===== config.mk =====
export PLATFORM = sky130hd
export DESIGN_NAME = sig_trace_recorder
export DESIGN_NICKNAME = d
export VERILOG_FILES = /design/src/rtl/sig_trace_recorder.sv
export SDC_FILE = /design/constraint.sdc
export NUM_CORES = 2
export LEC_CHECK = 0
export BUFFER_PORTS_ARGS = -buffer_cell sky130_fd_sc_hd__buf_2
export CAP_MARGIN = 20
export CORE_ASPECT_RATIO = 0.9
export CORE_MARGIN = 3
export CORE_UTILIZATION = 60
export CTS_CLUSTER_SIZE = 10
export DETAILED_ROUTE_END_ITERATION = 10
export HOLD_SLACK_MARGIN = 0.12
export PLACE_DENSITY = 0.84
export SYNTH_ARGS = -nofsm -noshare
export SYNTH_HDL_FRONTEND = slang
export SYNTH_SLANG_ARGS = --single-unit

===== constraint.sdc =====
create_clock -name clock -period 23.7 [get_ports clock]
set_clock_uncertainty 0.05 [all_clocks]
set_input_delay 1.185 -clock clock [delete_from_list [all_inputs] [get_ports clock]]
set_output_delay 1.185 -clock clock [all_outputs]
set_load 0.02 [all_outputs]

===== src/rtl/sig_trace_recorder.sv =====
// sig_trace_recorder: captures {cycle, probe} records into a FIFO and streams them
// to the host as fixed-width beats over valid/ready, counting any records it drops.
module sig_trace_recorder #(
    parameter int PROBE_W = 64,
    parameter int CYCLE_W = 48,
    parameter int BEAT_W  = 32,
    parameter int DEPTH   = 16,
    parameter int CNT_W   = 32
) (
    input  logic               clock,
    input  logic               reset,
    input  logic               arm,
    input  logic               sample,
    input  logic [PROBE_W-1:0] probe,
    output logic               out_valid,
    input  logic               out_ready,
    output logic [BEAT_W-1:0]  out_data,
    output logic               out_last,
    output logic               overflow,
    output logic [CNT_W-1:0]   drop_count,
    output logic [CYCLE_W-1:0] cycle
);
    localparam int REC_W  = PROBE_W + CYCLE_W;
    localparam int NBEATS = (REC_W + BEAT_W - 1) / BEAT_W;
    localparam int SR_W   = NBEATS * BEAT_W;
    localparam int AW     = $clog2(DEPTH);
    localparam int BW     = NBEATS > 1 ? $clog2(NBEATS) : 1;

    typedef enum logic {IDLE, SEND} state_t;

    state_t           state, state_n;
    logic [REC_W-1:0] mem [DEPTH];
    logic [AW:0]      wptr, rptr;
    logic [SR_W-1:0]  sr;
    logic [BW-1:0]    beat_idx;
    logic             empty, full, last, hs, pop, push, drop;

    assign empty = wptr == rptr;
    assign full  = (wptr[AW] != rptr[AW]) && (wptr[AW-1:0] == rptr[AW-1:0]);

    always_ff @(posedge clock) begin
        if (!reset)
            state <= IDLE;
        else
            state <= state_n;
    end

    // A pop on the final handshake frees a slot, so a full FIFO can still accept that cycle.
    always_comb begin
        out_valid = state == SEND;
        last      = beat_idx == BW'(NBEATS - 1);
        out_last  = out_valid && last;
        out_data  = out_valid ? sr[BEAT_W-1:0] : '0;
        hs        = out_valid && out_ready;
        pop       = !empty && (state == IDLE || (hs && last));
        push      = arm && sample && (!full || pop);
        drop      = arm && sample && full && !pop;
        state_n   = pop ? SEND : (hs && last) ? IDLE : state;
    end

    always_ff @(posedge clock) begin
        if (push)
            mem[wptr[AW-1:0]] <= {cycle, probe};
    end

    always_ff @(posedge clock) begin
        if (!reset) begin
            wptr       <= '0;
            rptr       <= '0;
            sr         <= '0;
            beat_idx   <= '0;
            cycle      <= '0;
            overflow   <= 1'b0;
            drop_count <= '0;
        end else begin
            cycle <= cycle + CYCLE_W'(1);
            if (push)
                wptr <= wptr + (AW+1)'(1);
            if (pop)
                rptr <= rptr + (AW+1)'(1);
            if (pop) begin
                sr       <= SR_W'(mem[rptr[AW-1:0]]);
                beat_idx <= '0;
            end else if (hs) begin
                sr       <= sr >> BEAT_W;
                beat_idx <= beat_idx + BW'(1);
            end
            if (drop) begin
                overflow <= 1'b1;
                if (~&drop_count)
                    drop_count <= drop_count + CNT_W'(1);
            end
        end
    end
endmodule


Word-level counts from Yosys, hierarchy flattened:

Memories as Yosys holds them, arrays and structs flattened. A register that Yosys moved wholly into a read port is not among the register bits.
Index checks and enable logic that the tools add are counted.

* register bits after elaboration: 206
* bits in writable memories: 1792
* input port bits: 69
* logic and storage cells: 49
* memories: 1

* $add $sub $neg: 5
* equality and inequality tests: 4
* muxes and demuxes: 9
* bitwise logic cells: 3
* reduce and logical (&&, ||, !) cells: 19

Memory list
* mem: depth 16, bits a word 112, rd ports 1, clocked after memory_dff 1, wr ports 1, RTL line 32 `logic [REC_W-1:0] mem [DEPTH];`

Operators with widths (number)
* 2-to-1 mux 112 bit: 2
* adder 48 x 1 -> 48 bit, second input constant: 1
* adder 32 x 1 -> 32 bit, second input constant: 1
* 2-to-1 mux 32 bit: 1
* AND reduction 32 bit: 1
* adder 5 x 1 -> 5 bit, second input constant: 2
* logical AND 1 bit: 9
* 2-to-1 mux 4 bit: 2
* equality test 5 bit: 1
* equality test 4 bit: 1
* 2-to-1 mux 1 bit: 4
* nonzero test 2 bit: 2
* zero test 1 bit: 3
* NOT 1 bit: 3
* adder 2 x 1 -> 2 bit, second input constant: 1
* equality test 2 bit, second input constant: 1
* logical OR 1 bit: 2
* AND reduction 2 bit: 1
* OR reduction 2 bit: 1
* != test 1 bit: 1

Logic depth before layout (Yosys ltp):

* depth in word-level cells: 8
* depth in mapped cells: 8
* depth with buffers taken out: 6

Least setup slack after synthesis:

Ideal clock, no wire load.

* kind: input port to flip-flop
* from: in out_ready
* to: mem mem[0][0] (netlist bit) (enable)
* library setup time: 0.720 ns
* data arrival time: 9.479 ns
* required time: 22.930 ns
* setup slack: 13.451 ns
* stages on the path: 5
* path through: a21bo_2 nor2_2 a21oi_1 nand2_1 nor3_1

* longest elaborated chain between the ends: 8

Ends and longest elaborated chain
* start: declaration: RTL line 16 `input logic out_ready,`
* logical AND 1 bit: RTL line 54 `hs = out_valid && out_ready;`
* logical AND 1 bit: RTL line 55 `pop = !empty && (state == IDLE || (hs && last));`
* logical OR 1 bit: RTL line 55
* logical AND 1 bit: RTL line 55
* logical OR 1 bit: RTL line 56 `push = arm && sample && (!full || pop);`
* logical AND 1 bit: RTL line 56
* 2-to-1 mux 1 bit: RTL line 62 `if (push)`
* 2-to-1 mux 1 bit (implied by the code): RTL line 63 `mem[wptr[AW-1:0]] <= {cycle, probe};`
* end: declaration: RTL line 32

No other way between the ends.

==> key figures <==
Place
  – Placement-stage cell area: between 70000 and 80000 sq um
  – GP Congestion: 0.803
  – Post-DP HPWL: roughly 100 mm
  – IO Port Bufs: approximately 180

Yosys
  – Post-Synth Adder-Cell Area: 0.131%
  – Post-synth cell types: 50
  – Ys flop type: edfxtp_1
  – Sequential area share after synthesis: between 70% and 80%
  – Largest family of logic cells by synthesized area: multiplexers
  – Share of the synthesized area in the top cell type: between 70% and 80%
  – Syn. warnings: 0
  – Syn Area/Cell: approximately 21 sq um
  – Synth top area cells: edfxtp_1 71%, mux4_2 16%, dfxtp_1 5.5%
  – XOR/XNOR share of the synthesized area: less than 1%
  – Cell Area, Synth: roughly 76000 sq um
  – Async SR Flop Fraction: 0%
  – FF+latch count, synth: around 2000
  – Synth Area in Simple Gates: 3.66%
  – Mux cell area share after synthesis: 15.7%
  – Post-Syn Nets: 3755
  – EDFF count, synth: between 1500 and 2000
  – Post-Synthesis Cells: approximately 3700
  – Compound-Gate Fraction of Synth Area: 2.75%
  – Top cell type by total area after synthesis: edfxtp_1

Critical path
  – Critical path launch point type: flop
  – Worst R2R Setup Slack: around 19 ns
  – Worst R2R Path Depth: 7
  – Crit path DAT: 5.73 ns
  – Worst Path Max Fanout: between 100 and 150
  – Setup CP Type: reg -> reg
  – CP required: roughly 24 ns
  – Slowest-stage cell, CP: dfxtp_4
  – Largest stage delay, worst path: between 0.9 and 1 ns
  – Cell breakdown of the critical path: buf_12 > buf_4 > buf_4 > mux4_2 > mux4_2 > nor2_1 > a311oi_1
  – Reg-to-reg endpoint: sr[60]
  – Crit end category: flop

STA
  – Min Tclk post-route: 5.14 ns
  – Slew HR: about a fifth
  – Setup violations, final: 0
  – Final Hold Vio Count: 0
  – RSZ-0062 raised after global routing: false
  – Slew Viols, Final: 0
  – Fin crit share: a little over a fifth
  – Max Fclk: between 0.15 and 0.2 GHz
  – Post-Route Setup TNS: 0 ns
  – Worst slew pin tran: 1.20 ns

Detailed routing
  – WL per Instance: about 35 um
  – DRC Markers: 0
  – Vias per std cell: around 7.1
  – 1st-iter DRT viols: about 7000
  – DRT Wirelength: ~210 mm
  – Vias: between 40000 and 50000
  – First drt pass iteration count: 6
  – DRT antenna net count: 0

CTS
  – CTS tree: done
  – Setup Buffers After CTS: 0
  – Clk buf depth: 3
  – Post-CTS Resized: 0
  – Register clock-pin slew on the reported worst setup and hold paths: approximately 0.060 ns
  – Hold buffers post-CTS: 0
  – H-tree levels: 4
  – TritonCTS Buffers: ~220
  – CTS root buf: clkbuf_16
  – CTS Sinks: 2002
  – Clk_lat worst skew: about 0.84 ns

Power and ir drop
  – Sw Pwr: 2210 uW
  – Flop pwr share: 47.8%
  – Total Power: 8520 uW
  – Comb power frac: between 15 and 20%
  – Switch share: 26.0%
  – Power Dens Cells: ~100 nW/um^2
  – Int Pwr: between 6000 and 7000 uW
  – Max VDD drop: 127 uV
  – Part of the power in the clock network: roughly 37%
  – Leakage dissipation: about 0.026 uW

Die
  – Die footprint: 131000 sq um
  – I/O pin cnt: 184
  – Die Height: around 340 um
  – Placeable Area: about 130000 sq um
  – Die Wd: 382 um
  – Cell Rows: about 120
  – Initial Util: between 60 and 70%

Final layout
  – Post-route cell area: between 80000 and 90000 sq um
  – Commonest non-fill, non-tap cell in the layout: edfxtp_1
  – Net count, final: about 4000
  – Commonest cells after routing, fill and taps aside: 1792 x edfxtp_1, 528 x mux4_2, 224 x clkbuf_16, 210 x nand2_1, 205 x dfxtp_1
  – Area Growth Syn to Fin: 12.3%
  – Share of cells above drive strength 1: about a quarter

Global routing
  – First-pass GRT wire length: 300 mm
  – Total global-route track usage: 31.9%
  – Vias in the first global route: between 40000 and 50000
  – Largest net degree at the start of global routing: 184
  – Initial antenna violation count: 24
  – GR Overflow Total: 0

Min path
  – Min-delay src: beat_idx[1]
  – Worst hold endpoint: beat_idx[1]
  – Hold Crit Class: reg -> reg
  – Worst Hold Path Cells: 2

Job
  – Max-Cap Viols: 0

Outcome
  – Status: finished, final reports clean
[cell families (layout without fill, tap and decap cells)]
logic type,Yosys count,in the layout
AOI/OAI and AO/OA,289,289
DFF,2002,2002
and+or+nand+nor,575,575
xor gates and xnor gates,38,38
adders and majority gates,8,8
other,0,21
muxes,535,535
buffers and inverters,231,672
[layout make-up]
type / count / area, sq um
Clock buffer: 394 / 6240
Antenna cell: 21 / 52.6
Inverter: 10 / 42.5
Sequential cell: 2002 / 58000
Multi-Input combinational cell: 1445 / 17400
Fill cell: 7009 / 39900
Clock inverter: 11 / 191
Timing Repair Buffer: 257 / 1590
Tap cell: 1687 / 2110
[worst max-delay path by stage]
stage | end | slack [ns] | depth (start not counted)
after global placement | mem[6][110] | 18.32 | 8
after CTS | sr[60] | 18.36 | 7
after floorplan | mem[0][0] | 13.45 | 5
after detailed placement | mem[6][84] | 18.24 | 8
final | sr[60] | 18.56 | 7
after global routing | sr[60] | 18.07 | 7
[power groups by stage]
stage                     logic [uW]  clock network, uW  registers [uW]
after global placement          1220                  0            4120
after global routing            1390               3280            4070
final                           1320               3130            4070
after CTS                       1310               3140            4060
after detailed placement        1260                  0            4120
after floorplan                  990                  0            4040
[metal layers]
metal	vias to the layer above	global-route usage, %	part of all wire [%]
met3	682	8.98	14
met4	10	15.7	5.0
met2	3732	50.2	48
li1	15900	-	-
met5	-	0	0.033
met1	21200	41.9	33
[stage by stage]
stage | hold slack [ns] | setup slack (ns) | util [%] | std cells
after floorplan | 0.388 | 13.45 | - | 3678
after global placement | 0.396 | 18.32 | 63.0 | 5394
after detailed placement | 0.417 | 18.24 | 63.0 | 5396
after CTS | 0.425 | 18.36 | 68.1 | 5801
after global routing | 0.435 | 18.07 | 68.2 | 5816
final | 0.425 | 18.56 | 68.2 | 5827
[critical path: cells and delay by family, from the launching register on]
| kind | cells | cell delay [ns] |
|---|---|---|
| buffers and inverters | 3 | 2.45 |
| multiplexers | 2 | 1.14 |
| AO/OA/AOI/OAI | 1 | 0.08 |
| flip-flops | 1 | 0.92 |
| AND/OR/NAND/NOR | 1 | 0.12 |
[cells in the mapped netlist, types with 2 or more instances]
master and instances:
nor2_1 131, and3_1 11, buf_2 68, xnor2_1 21
clkbuf_1 131, buf_4 2, nand4_1 61, ha_1 8
a211oi_1 2, xor2_1 17, nand2_1 211, inv_1 10
o21ai_0 56, o31ai_1 25, nand3_1 27, nor2b_1 2
or4_1 23, mux2i_1 7, a311oi_1 80, and4_1 6
nor3_1 8, a221oi_1 32, a22o_1 32, and2_1 49
nor4_1 6, mux4_2 528, or3_1 24, buf_6 3
a21oi_1 52, buf_1 16, o21a_1 3, nand2b_1 8
dfxtp_1 210, edfxtp_1 1792
[registers in the layout (all words and copies together), names as in the netlist, named ones only]
signal,cells
wptr,5
sr,112
out_valid,1
mem,1792
rptr,5
beat_idx,2
drop_count,32
cycle,48
overflow,1
(Power assumes the default switching activity.)
